### src/rtl/next_pc_unit_pkg.sv
`default_nettype none
// ============================================================================
// Package  : next_pc_unit_pkg
// Brief    : Shared select codes, branch funct3 encodings and BTB counter values.
// Revision : 1.0 - initial release
// ============================================================================
package next_pc_unit_pkg;

  localparam logic [1:0] PC_SRC_SEQ    = 2'b00;
  localparam logic [1:0] PC_SRC_TARGET = 2'b01;
  localparam logic [1:0] PC_SRC_JALR   = 2'b10;

  localparam logic [2:0] F3_JALR = 3'b000;
  localparam logic [2:0] F3_BEQ  = 3'b000;
  localparam logic [2:0] F3_BNE  = 3'b001;
  localparam logic [2:0] F3_BLT  = 3'b100;
  localparam logic [2:0] F3_BGE  = 3'b101;
  localparam logic [2:0] F3_BLTU = 3'b110;
  localparam logic [2:0] F3_BGEU = 3'b111;

  localparam logic [1:0] CTR_SNT = 2'b00;
  localparam logic [1:0] CTR_WNT = 2'b01;
  localparam logic [1:0] CTR_WT  = 2'b10;
  localparam logic [1:0] CTR_ST  = 2'b11;

  typedef logic [1:0] ctr_t;

  // Saturating 2-bit direction counter step.
  function automatic ctr_t ctr_step(input ctr_t c, input logic taken);
    ctr_t r;
    r = c;
    if (taken) begin
      if (c != CTR_ST) r = c + 2'd1;
    end else begin
      if (c != CTR_SNT) r = c - 2'd1;
    end
    return r;
  endfunction

endpackage
`default_nettype wire

### src/rtl/next_pc_unit_if.sv
`default_nettype none
// ============================================================================
// Interface: next_pc_unit_if
// Brief    : Fetch-side prediction and execute-side resolution signals.
// Revision : 1.0 - initial release
// ============================================================================
interface next_pc_unit_if #(
  parameter int XLEN = 32
);
  logic            stall;
  logic [XLEN-1:0] pc_o;
  logic            pred_taken_o;
  logic [XLEN-1:0] pred_target_o;
  logic            ex_valid;
  logic [XLEN-1:0] ex_pc;
  logic            ex_branch;
  logic            ex_jump;
  logic [2:0]      ex_funct3;
  logic            zero;
  logic            negative;
  logic            carry_out;
  logic            overflow;
  logic [XLEN-1:0] ex_target;
  logic [XLEN-1:0] ex_jalr_target;
  logic            ex_pred_taken;
  logic [XLEN-1:0] ex_pred_target;
  logic            redirect_o;
  logic [1:0]      pc_src_o;

  modport slave (
    input  stall, ex_valid, ex_pc, ex_branch, ex_jump, ex_funct3,
           zero, negative, carry_out, overflow,
           ex_target, ex_jalr_target, ex_pred_taken, ex_pred_target,
    output pc_o, pred_taken_o, pred_target_o, redirect_o, pc_src_o
  );

  modport master (
    output stall, ex_valid, ex_pc, ex_branch, ex_jump, ex_funct3,
           zero, negative, carry_out, overflow,
           ex_target, ex_jalr_target, ex_pred_taken, ex_pred_target,
    input  pc_o, pred_taken_o, pred_target_o, redirect_o, pc_src_o
  );
endinterface
`default_nettype wire

### src/rtl/next_pc_unit_branch_cond.sv
`default_nettype none
// ============================================================================
// Module   : next_pc_unit_branch_cond
// Brief    : Branch condition from funct3 and the ALU flags of (a - b).
// Revision : 1.0 - initial release
// ============================================================================
module next_pc_unit_branch_cond
  import next_pc_unit_pkg::*;
(
  input  logic [2:0] i_funct3,
  input  logic       i_zero,
  input  logic       i_negative,
  input  logic       i_carry_out,
  input  logic       i_overflow,
  output logic       o_cond
);

  // carry_out of a - b is the inverted borrow, so it means a >= b unsigned.
  always_comb begin
    o_cond = 1'b0;
    case (i_funct3)
      F3_BEQ:  o_cond = i_zero;
      F3_BNE:  o_cond = ~i_zero;
      F3_BLT:  o_cond = i_negative ^ i_overflow;
      F3_BGE:  o_cond = ~(i_negative ^ i_overflow);
      F3_BLTU: o_cond = ~i_carry_out;
      F3_BGEU: o_cond = i_carry_out;
      default: o_cond = 1'b0;
    endcase
  end

endmodule
`default_nettype wire

### src/rtl/next_pc_unit.sv
`default_nettype none
// ============================================================================
// Module   : next_pc_unit
// Brief    : Fetch PC register, direct-mapped BTB with 2-bit counters, and
//            execute-stage branch resolution with misprediction redirect.
// Revision : 1.0 - initial release
// ============================================================================
module next_pc_unit
  import next_pc_unit_pkg::*;
#(
  parameter int              XLEN        = 32,
  parameter int              BTB_ENTRIES = 16,
  parameter logic [XLEN-1:0] RESET_PC    = '0,
  parameter logic [1:0]      CTR_INIT    = 2'b01
) (
  input  logic           clk,
  input  logic           rst_n,
  next_pc_unit_if.slave  bus
);

  localparam int              IDX_W   = $clog2(BTB_ENTRIES);
  localparam int              TAG_W   = XLEN - IDX_W - 2;
  localparam logic [XLEN-1:0] PC_STEP = XLEN'(4);

  logic [XLEN-1:0]  r_pc;
  logic             r_valid  [BTB_ENTRIES];
  logic [TAG_W-1:0] r_tag    [BTB_ENTRIES];
  logic [XLEN-1:0]  r_target [BTB_ENTRIES];
  ctr_t             r_ctr    [BTB_ENTRIES];

  logic             w_cond;
  logic [1:0]       w_pc_src;
  logic             w_taken;
  logic [XLEN-1:0]  w_jalr_tgt;
  logic [XLEN-1:0]  w_actual;
  logic             w_redirect;
  logic [IDX_W-1:0] w_f_idx;
  logic [TAG_W-1:0] w_f_tag;
  logic             w_f_hit;
  logic             w_pred_taken;
  logic [XLEN-1:0]  w_pred_target;
  logic [IDX_W-1:0] w_e_idx;
  logic [TAG_W-1:0] w_e_tag;
  logic             w_e_hit;
  logic             w_upd;
  ctr_t             w_ctr_next;

  next_pc_unit_branch_cond u_branch_cond (
    .i_funct3    (bus.ex_funct3),
    .i_zero      (bus.zero),
    .i_negative  (bus.negative),
    .i_carry_out (bus.carry_out),
    .i_overflow  (bus.overflow),
    .o_cond      (w_cond)
  );

  // Resolution of the execute-stage instruction.
  always_comb begin
    w_pc_src = PC_SRC_SEQ;
    if (bus.ex_valid) begin
      if (bus.ex_jump && (bus.ex_funct3 == F3_JALR)) begin
        w_pc_src = PC_SRC_JALR;
      end else if (bus.ex_jump || (bus.ex_branch && w_cond)) begin
        w_pc_src = PC_SRC_TARGET;
      end
    end
  end

  assign w_taken    = (w_pc_src != PC_SRC_SEQ);
  assign w_jalr_tgt = bus.ex_jalr_target & {{(XLEN-1){1'b1}}, 1'b0};

  always_comb begin
    w_actual = bus.ex_pc + PC_STEP;
    case (w_pc_src)
      PC_SRC_TARGET: w_actual = bus.ex_target;
      PC_SRC_JALR:   w_actual = w_jalr_tgt;
      default:       w_actual = bus.ex_pc + PC_STEP;
    endcase
  end

  assign w_redirect = rst_n & bus.ex_valid &
                      ((w_taken != bus.ex_pred_taken) |
                       (w_taken & (bus.ex_pred_target != w_actual)));

  // Fetch-side lookup reads the pre-update array contents.
  assign w_f_idx       = r_pc[IDX_W+1:2];
  assign w_f_tag       = r_pc[XLEN-1:IDX_W+2];
  assign w_f_hit       = r_valid[w_f_idx] && (r_tag[w_f_idx] == w_f_tag);
  assign w_pred_taken  = rst_n & w_f_hit & r_ctr[w_f_idx][1];
  assign w_pred_target = !rst_n      ? (RESET_PC + PC_STEP) :
                         w_pred_taken ? r_target[w_f_idx]   :
                                        (r_pc + PC_STEP);

  assign w_e_idx    = bus.ex_pc[IDX_W+1:2];
  assign w_e_tag    = bus.ex_pc[XLEN-1:IDX_W+2];
  assign w_e_hit    = r_valid[w_e_idx] && (r_tag[w_e_idx] == w_e_tag);
  assign w_upd      = bus.ex_valid & (bus.ex_branch | bus.ex_jump);
  assign w_ctr_next = bus.ex_jump ? CTR_ST : ctr_step(r_ctr[w_e_idx], w_taken);

  always_ff @(posedge clk) begin
    if (!rst_n) begin
      r_pc <= RESET_PC;
    end else if (w_redirect) begin
      r_pc <= w_actual;
    end else if (!bus.stall) begin
      r_pc <= w_pred_target;
    end
  end

  // BTB training ignores stall; tag and target need no reset behind valid.
  always_ff @(posedge clk) begin
    if (!rst_n) begin
      for (int i = 0; i < BTB_ENTRIES; i++) begin
        r_valid[i] <= 1'b0;
        r_ctr[i]   <= CTR_INIT;
      end
    end else if (w_upd) begin
      if (w_e_hit) begin
        r_ctr[w_e_idx] <= w_ctr_next;
        if (w_taken) r_target[w_e_idx] <= w_actual;
      end else if (w_taken) begin
        r_valid[w_e_idx]  <= 1'b1;
        r_tag[w_e_idx]    <= w_e_tag;
        r_target[w_e_idx] <= w_actual;
        r_ctr[w_e_idx]    <= bus.ex_jump ? CTR_ST : CTR_WT;
      end
    end
  end

  assign bus.pc_o          = r_pc;
  assign bus.pred_taken_o  = w_pred_taken;
  assign bus.pred_target_o = w_pred_target;
  assign bus.redirect_o    = w_redirect;
  assign bus.pc_src_o      = w_pc_src;

endmodule
`default_nettype wire

### src/flat_wrapper.sv
// flat-port wrapper written by rule: the top's interface ports become plain ports
module next_pc_unit_flat import next_pc_unit_pkg::*;
#(
  parameter int              XLEN        = 32,
  parameter int              BTB_ENTRIES = 16,
  parameter logic [XLEN-1:0] RESET_PC    = '0,
  parameter logic [1:0]      CTR_INIT    = 2'b01
)
  (clk, rst_n, bus_stall, bus_ex_valid, bus_ex_pc, bus_ex_branch, bus_ex_jump, bus_ex_funct3, bus_zero, bus_negative, bus_carry_out, bus_overflow, bus_ex_target, bus_ex_jalr_target, bus_ex_pred_taken, bus_ex_pred_target, bus_pc_o, bus_pred_taken_o, bus_pred_target_o, bus_redirect_o, bus_pc_src_o);
  next_pc_unit_if #(.XLEN(XLEN)) bus_i ();
  input  logic clk;
  input  logic rst_n;
  input wire logic [$bits(bus_i.stall)-1:0] bus_stall;
  input wire logic [$bits(bus_i.ex_valid)-1:0] bus_ex_valid;
  input wire logic [$bits(bus_i.ex_pc)-1:0] bus_ex_pc;
  input wire logic [$bits(bus_i.ex_branch)-1:0] bus_ex_branch;
  input wire logic [$bits(bus_i.ex_jump)-1:0] bus_ex_jump;
  input wire logic [$bits(bus_i.ex_funct3)-1:0] bus_ex_funct3;
  input wire logic [$bits(bus_i.zero)-1:0] bus_zero;
  input wire logic [$bits(bus_i.negative)-1:0] bus_negative;
  input wire logic [$bits(bus_i.carry_out)-1:0] bus_carry_out;
  input wire logic [$bits(bus_i.overflow)-1:0] bus_overflow;
  input wire logic [$bits(bus_i.ex_target)-1:0] bus_ex_target;
  input wire logic [$bits(bus_i.ex_jalr_target)-1:0] bus_ex_jalr_target;
  input wire logic [$bits(bus_i.ex_pred_taken)-1:0] bus_ex_pred_taken;
  input wire logic [$bits(bus_i.ex_pred_target)-1:0] bus_ex_pred_target;
  output wire logic [$bits(bus_i.pc_o)-1:0] bus_pc_o;
  output wire logic [$bits(bus_i.pred_taken_o)-1:0] bus_pred_taken_o;
  output wire logic [$bits(bus_i.pred_target_o)-1:0] bus_pred_target_o;
  output wire logic [$bits(bus_i.redirect_o)-1:0] bus_redirect_o;
  output wire logic [$bits(bus_i.pc_src_o)-1:0] bus_pc_src_o;
  assign bus_i.stall = bus_stall;
  assign bus_i.ex_valid = bus_ex_valid;
  assign bus_i.ex_pc = bus_ex_pc;
  assign bus_i.ex_branch = bus_ex_branch;
  assign bus_i.ex_jump = bus_ex_jump;
  assign bus_i.ex_funct3 = bus_ex_funct3;
  assign bus_i.zero = bus_zero;
  assign bus_i.negative = bus_negative;
  assign bus_i.carry_out = bus_carry_out;
  assign bus_i.overflow = bus_overflow;
  assign bus_i.ex_target = bus_ex_target;
  assign bus_i.ex_jalr_target = bus_ex_jalr_target;
  assign bus_i.ex_pred_taken = bus_ex_pred_taken;
  assign bus_i.ex_pred_target = bus_ex_pred_target;
  assign bus_pc_o = bus_i.pc_o;
  assign bus_pred_taken_o = bus_i.pred_taken_o;
  assign bus_pred_target_o = bus_i.pred_target_o;
  assign bus_redirect_o = bus_i.redirect_o;
  assign bus_pc_src_o = bus_i.pc_src_o;
  next_pc_unit #(.XLEN(XLEN), .BTB_ENTRIES(BTB_ENTRIES), .RESET_PC(RESET_PC), .CTR_INIT(CTR_INIT)) u_core (.clk(clk), .rst_n(rst_n), .bus(bus_i));
endmodule
### config.mk
export PLATFORM = sky130hd
export DESIGN_NAME = next_pc_unit_flat
export DESIGN_NICKNAME = d
export VERILOG_FILES = /design/src/rtl/next_pc_unit_pkg.sv /design/src/rtl/next_pc_unit_if.sv /design/src/rtl/next_pc_unit_branch_cond.sv /design/src/rtl/next_pc_unit.sv /design/src/flat_wrapper.sv
export SDC_FILE = /design/constraint.sdc
export NUM_CORES = 1
export LEC_CHECK = 0
export CAP_MARGIN = 5
export CORE_UTILIZATION = 45
export DETAILED_ROUTE_END_ITERATION = 8
export GPL_TIMING_DRIVEN = 0
export HOLD_SLACK_MARGIN = 0.02
export PLACE_DENSITY = 0.66
export SLEW_MARGIN = 40
export SYNTH_ARGS = -nofsm -noshare
export SYNTH_HDL_FRONTEND = slang
export SYNTH_SLANG_ARGS = --single-unit
### constraint.sdc
create_clock -name clk -period 19.4 [get_ports clk]
set_clock_uncertainty 0.15 [all_clocks]
set_input_delay 4.85 -clock clk [delete_from_list [all_inputs] [get_ports clk]]
set_output_delay 4.85 -clock clk [all_outputs]
set_load 0.03 [all_outputs]
[After elaboration in Yosys (flattened, before gate mapping)]
Memories as Yosys holds them, arrays and structs flattened. A register that Yosys moved wholly into a read port is not among the register bits.
Index checks and enable logic that the tools add are counted.
Word-level totals
  bits of input ports: 142
  RAM bits: 976
  output and inout port bits: 68
  flip-flop bits (word level): 32
  memories kept: 4
  logic and storage cells: 90
Cells by class
  muxes and demuxes: 44
  bitwise operators: 14
  add/sub/neg operators: 4
  reductions and logical operators: 10
  equality and inequality tests: 13
Memory list
  u_core.r_target: depth 16, width 32, read ports 1, clocked after memory_dff 1, wr ports 1, line next_pc_unit.sv:28  | logic [XLEN-1:0] r_target [BTB_ENTRIES];
  u_core.r_tag: depth 16, width 26, read ports 2, clocked after memory_dff 1, wr ports 1, line next_pc_unit.sv:27  | logic [TAG_W-1:0] r_tag [BTB_ENTRIES];
  u_core.r_ctr: depth 16, width 2, read ports 2, clocked after memory_dff 1, wr ports 16, line next_pc_unit.sv:29  | ctr_t r_ctr [BTB_ENTRIES];
  u_core.r_valid: depth 16, width 1, read ports 2, clocked after memory_dff 1, wr ports 16, line next_pc_unit.sv:26  | logic r_valid [BTB_ENTRIES];
Operators by type and width (number)
  32-bit two-way mux: 5
  32-bit by 3-bit adder with 32-bit output (second input constant): 2
  32-bit one-hot mux with 2 select lines: 1
  26-bit == test: 2
  4-bit two-way mux: 10
  32-bit inequality test: 1
  1-bit two-way mux: 19
  2-bit two-way mux: 8
  3-bit == test (second input constant): 4
  1-bit bitwise AND: 6
  1-bit one-hot mux with 6 select lines: 1
  1-bit logical AND: 4
  1-bit OR: 4
  2-bit nonzero test: 2
  3-bit by 1-bit == test with 1-bit output (second input constant): 1
  3-bit logical NOT: 1
  1-bit inverter: 3
  2-bit by 1-bit adder with 2-bit output (second input constant): 1
  2-bit by 1-bit == test with 1-bit output (second input constant): 1
  2-bit == test (second input constant): 1
  2-bit by 1-bit inequality test with 1-bit output (second input constant): 1
  2-bit inequality test (second input constant): 1
  2-bit OR reduction: 1
  2-bit by 1-bit subtractor with 2-bit output (second input constant): 1
  4 further kinds: 4

[Logic depth before layout (Yosys ltp)]
  depth in word-level cells: 17
  gate-level depth with buffers: 23

[Cells and area by module]
A second synthesis with hierarchy kept.
Second synthesis, totals
  cell total of the unflattened synthesis: 2718
  area total of the unflattened synthesis: 47031.4 um2
By module, submodules not included
  next_pc_unit: cells an instance 2708, instances 1, sequential area each 29868.6 um2, area each 46963.8 um2
  next_pc_unit_branch_cond: cells an instance 10, instances 1, sequential area each 0.0 um2, area each 67.6 um2

[Worst setup path before layout]
Ideal clock, no wire load.
  kind: input -> output
  start: in bus_overflow
  end: out bus_redirect_o
  stages: 18
  setup slack: 5.119 ns
  arrival: 9.281 ns
  path through: xor2_1 > o21ai_0 > xnor2_1 > a21oi_1 > nand2b_1 > a21oi_1 > a211oi_1 > ha_1 > clkbuf_1 > o21ai_0 > xor2_1 > a2111oi_0 > o2111ai_1 > nor4_1 > nand4_1 > o2111ai_2 > buf_4 > inv_2
On the way
  cells in the longest elaborated chain, start to end: 14
  elaborated cells on any way between the ends: 17
  classes of those cells: eq/ne: 4; mux: 5; bitwise: 5; reduce/logical: 3
Ends and longest elaborated chain
  from (decl): line flat_wrapper.sv:22  | input wire logic [$bits(bus_i.overflow)-1:0] bus_overflow;
  1-bit XOR (*): line next_pc_unit_branch_cond.sv:24, next_pc_unit_branch_cond.sv:25
  1-bit inverter: line next_pc_unit_branch_cond.sv:25  | F3_BGE: o_cond = ~(i_negative ^ i_overflow);
  1-bit one-hot mux with 6 select lines (*): line next_pc_unit_branch_cond.sv:21  | case (i_funct3)
  1-bit logical AND (*): line next_pc_unit.sv:63  | end else if (bus.ex_jump || (bus.ex_branch && w_cond)) begin
  1-bit logical OR (*): line next_pc_unit.sv:63
  1-bit two-way mux (*): line next_pc_unit.sv:63
  2-bit two-way mux (*): line next_pc_unit.sv:61  | if (bus.ex_jump && (bus.ex_funct3 == F3_JALR)) begin
  2-bit two-way mux (*): line next_pc_unit.sv:60  | if (bus.ex_valid) begin
  net bus_pc_src_o[0]: line flat_wrapper.sv:31  | output wire logic [$bits(bus_i.pc_src_o)-1:0] bus_pc_src_o;
  2-bit == test or 2-bit by 1-bit == test with 1-bit output (tied branches): line next_pc_unit.sv:74  | case (w_pc_src)
  32-bit one-hot mux with 2 select lines (*): line next_pc_unit.sv:74
  net u_core.w_actual[0]: line next_pc_unit.sv:35  | logic [XLEN-1:0] w_actual;
  32-bit inequality test (*): line next_pc_unit.sv:83  | (w_taken & (bus.ex_pred_target != w_actual)));
  1-bit bitwise AND (*): line next_pc_unit.sv:83
  1-bit OR (*): line next_pc_unit.sv:82  | ((w_taken != bus.ex_pred_taken) |
  1-bit bitwise AND (*): line next_pc_unit.sv:81  | assign w_redirect = rst_n & bus.ex_valid &
  to (decl): line flat_wrapper.sv:30  | output wire logic [$bits(bus_i.redirect_o)-1:0] bus_redirect_o;
Mark *: on every way through the listed nets, which the timed path passes. The rest lies on a longest branch.

[Worst setup path after layout]
  start: in bus_overflow
  end: out bus_redirect_o
On the way
  cells in the longest elaborated chain, start to end: 14
  elaborated cells on any way between the ends: 17
  classes of those cells: eq/ne: 4; mux: 5; bitwise: 5; reduce/logical: 3
Ends and longest elaborated chain (line)
  1-bit XOR (*): next_pc_unit_branch_cond.sv:24, next_pc_unit_branch_cond.sv:25
  1-bit inverter: next_pc_unit_branch_cond.sv:25
  1-bit one-hot mux with 6 select lines (*): next_pc_unit_branch_cond.sv:21
  1-bit logical AND (*): next_pc_unit.sv:63
  1-bit logical OR (*): next_pc_unit.sv:63
  1-bit two-way mux (*): next_pc_unit.sv:63
  2-bit two-way mux (*): next_pc_unit.sv:61
  2-bit two-way mux (*): next_pc_unit.sv:60
  2-bit == test or 2-bit by 1-bit == test with 1-bit output (tied branches): next_pc_unit.sv:74
  32-bit one-hot mux with 2 select lines: next_pc_unit.sv:74
  32-bit inequality test: next_pc_unit.sv:83
  1-bit bitwise AND: next_pc_unit.sv:83
  1-bit OR (*): next_pc_unit.sv:82
  1-bit bitwise AND (*): next_pc_unit.sv:81
Every way passes the cells marked *; elsewhere a longest branch is shown, timed or not.

==> parameters.txt <==
Parameter                              Value

Run status
  Run status ... finished clean

Final layout
  Area used by multi-input combinational logic ... 16,800 sq um
  Final cell area excluding filler cells ... 56,500 sq um
  Share of layout cells above drive strength 1 ... 0.274
  Fillers ... 7,979
  Growth of design area from synthesis to finish ... 19.8%
  Area taken by flip-flops and latches ... 29,900 sq um
  Finished Layout Cells ... 4,597
  Number of nets in the finished design ... 3,281

Worst setup path
  Crit path buf inv count ... 7
  Sort of element at the start of the critical path ... input pin
  Endpoint class of the critical path ... output port
  Worst-path fanout max ... 10
  Crit-path leading delay family ... buffers and inverters
  Worst path required time ... 14.40 ns
  Cells along the critical path ... clkdlybuf4s50_1, xor2_1, o21ai_0, xnor2_1, a21oi_1, nand2b_1, a21oi_1, a211oi_1, ha_1, clkbuf_1, clkbuf_2, clkbuf_2, nand2_1, nor2_1, o211ai_1, nand3_1, o211ai_1, nor4_2, nand4_1, o2111ai_2, buf_4, inv_2, clkdlybuf4s50_1
  Type of the worst setup path ... in2out
  Data arrival time of the critical path ... 11.64 ns
  Slowest stage delay, CP ... 0.71 ns
  Worst path slowest cell ... sky130_fd_sc_hd__clkbuf_1

Synth
  Synth Flop Type ... sky130_fd_sc_hd__edfxtp_1
  Fraction of registers with async set/reset ... 0
  Warnings, synthesis ... 0
  Number of synthesized register bits ... 1,012
  Top cells by instance count after synthesis ... sky130_fd_sc_hd__edfxtp_1 (960), sky130_fd_sc_hd__mux4_2 (399), sky130_fd_sc_hd__nand2_1 (138)
  Post-synthesis cell count ... 2,738
  Average cell area after synthesis ... 17.2 sq um
  Distinct cell type count of the synthesized netlist ... 82
  Proportion of netlist area held by the largest area contributor ... 0.611
  Biggest area contributors in the synthesized netlist ... sky130_fd_sc_hd__edfxtp_1 (61%), sky130_fd_sc_hd__mux4_2 (19%), sky130_fd_sc_hd__dfxtp_1 (2.2%), sky130_fd_sc_hd__mux2i_1 (1.8%), sky130_fd_sc_hd__xnor2_1 (1.7%)
  Dominant cell by count in the synthesized netlist ... sky130_fd_sc_hd__edfxtp_1
  Number of enable-type register cells in the synthesized netlist ... 960
  Synth Net Count ... 2,888
  Sequential area share after synthesis ... 0.633
  Cell Area, Synth ... 47,200 sq um
  Cell type with the largest total area after synthesis ... sky130_fd_sc_hd__edfxtp_1

Global route
  First-pass GRT wire length ... 233,000 um
  Number of antenna violations at the first check in global routing ... 10
  Largest net degree at the start of global routing ... 24
  Vias in the first global route ... 30,400
  Tot GR Track Use ... 0.314
  Total gr overflow ... 0

CTS
  Library cell used as clock root buffer ... sky130_fd_sc_hd__clkbuf_16
  Setup Fix Bufs, Post-CTS ... 0
  CTS HTree Levels ... 3
  Number of buffers created by CTS ... 101
  TritonCTS clock tree ... yes
  Count of hold-fix buffers inserted at cts ... 0
  Resized cells post-CTS ... 0
  Clock tree buffer depth ... 3
  Clock-pin slew on the worst setup and hold paths ... 0.06 ns
  Insertion delay to the later sink of the worst-skew pair ... 0.72 ns
  Clock tree sinks ... 1,012

Power and ir drop
  Leakage power summed over all cells ... 18.0 nW
  VDD IR-drop max ... 78.4 uV
  Power density of the placed cells ... 92.5 nW/um^2

Place
  Post-placement cell area ... 53,000 sq um
  Number of placed instances, taps included ... 4,405
  HPWL after detailed placement ... 122,000 um
  Placer's final routability congestion estimate ... 0.983
  Number of buffer cells added on primary ports ... 206

Routing
  DRC violation count after routing ... 0
  Antenna viol nets, final ... 0
  Vias per cell ... 6.74
  Via count ... 31,000
  First-pass detailed-route iteration total ... 7
  Final WL ... 167,000 um
  Avg WL per Cell ... 36.4 um
  Detailed Route Iter0 Violations ... 5,408

Timing
  Final worst-path cycle share ... 0.858
  Total negative setup slack ... 0 ns
  Least-Margin Pin Slew ... 0.975 ns
  Maximum clock rate ... 0.0601 GHz
  RSZ-0062 raised after global routing ... no
  Relative slew margins ... 0.348
  Count of endpoints failing setup in the final report ... 0
  Count of final max-slew check failures ... 0
  Hold Vio Cnt, Final ... 0
  Worst hold margin ... 0.333 ns
  Minimum clock period ... 16.64 ns

Die
  Die Span X ... 326 um
  Initial cell density of the core ... 0.455
  I/O pin count ... 210
  Die area ... 106,000 sq um
  Die span in y ... 326 um
  Number of cell rows ... 118
  Core area ... 104,000 sq um

Min path
  Min-delay worst type ... reg2reg

Flow run
  Number of maximum-capacitance constraint violations ... 0
## worst register-to-register path, stage by stage (launching register included)
cell and delay, ns:
sky130_fd_sc_hd__dfxtp_1 0.51, sky130_fd_sc_hd__buf_4 0.40, sky130_fd_sc_hd__buf_4 0.39, sky130_fd_sc_hd__buf_4 0.34
sky130_fd_sc_hd__buf_6 0.31, sky130_fd_sc_hd__buf_6 0.32, sky130_fd_sc_hd__mux2i_1 0.58, sky130_fd_sc_hd__xnor2_1 0.18
sky130_fd_sc_hd__a221oi_1 0.27, sky130_fd_sc_hd__and4_1 0.37, sky130_fd_sc_hd__buf_2 0.31, sky130_fd_sc_hd__nand2_4 0.18
sky130_fd_sc_hd__mux2i_1 0.20, sky130_fd_sc_hd__nor2b_1 0.17, sky130_fd_sc_hd__o41ai_1 0.74
## routing by layer
layer	global-route usage	vias up	share of wire
li1	-	12000	-
met1	0.419	16200	0.37
met2	0.473	2343	0.45
met3	0.0967	411	0.13
met4	0.147	12	0.053
met5	0	-	0.00043
## placed cells by master (no fill, tap or decap), types with 52 or more instances in the layout
master	count
sky130_fd_sc_hd__edfxtp_1	960
sky130_fd_sc_hd__mux4_2	399
sky130_fd_sc_hd__clkdlybuf4s50_1	199
sky130_fd_sc_hd__nand2_1	138
sky130_fd_sc_hd__clkbuf_16	101
sky130_fd_sc_hd__nor2_1	100
sky130_fd_sc_hd__xnor2_1	90
sky130_fd_sc_hd__clkbuf_1	84
sky130_fd_sc_hd__mux2i_1	74
sky130_fd_sc_hd__buf_2	69
sky130_fd_sc_hd__o21ai_0	56
sky130_fd_sc_hd__nand3_1	55
sky130_fd_sc_hd__dfxtp_1	52
## report_power, final
part	total, W	internal [W]	switching (W)
combinational	0.000762	0.000293	0.000469
clock	0.00202	0.00115	0.000873
sequential	0.00245	0.00243	0.0000175
total	0.00523	0.00387	0.00136
## registers in the layout, indices dropped and copies added, names as in the netlist, named ones only
register         flops
u_core.r_target    512
u_core.r_tag       416
u_core.bus.pc_o     32
u_core.r_ctr        32
u_core.r_valid      16
## worst paths after layout
path                     start                 to  slack, ns  cells past startpoint
max reg2reg          flip-flop          flip-flop      13.78                     14
max               bus_overflow     bus_redirect_o       2.76                     23
min reg2reg  u_core.r_valid[2]  u_core.r_valid[2]       0.33                      1
min          u_core.r_valid[2]  u_core.r_valid[2]       0.33                      1
## cells by family after synthesis
family / after synthesis / share of synthesized area
buffers and inverters: 241 / 0.0244
xor gates and xnor gates: 121 / 0.0225
and+or+nand+nor: 556 / 0.0603
muxes: 501 / 0.213
DFF: 1012 / 0.633
adders and majority gates: 8 / 0.00212
AOI/OAI and AO/OA: 299 / 0.0453
## layout make-up
class | instances | share of cell area
diodes | 1 | 0.0000443
plain buffers | 208 | 0.0190
clock buffers | 123 | 0.0467
clock inverters | 65 | 0.0136
inverters | 33 | 0.00219
multi-input cells | 1485 | 0.296
flip-flops and latches | 1012 | 0.528
well taps | 1380 | 0.0305
repair buffers | 290 | 0.0633
## through the flow
stage	power (W)	setup WS [ns]	util
final	0.00523	2.76	0.545
after global routing	0.00534	2.73	0.545
after CTS	0.00521	2.91	0.543
after detailed placement	0.00323	2.94	0.510
after global placement	0.00320	1.79	0.491
after floorplan	0.00291	5.12	-
(Power assumes the default switching activity.)
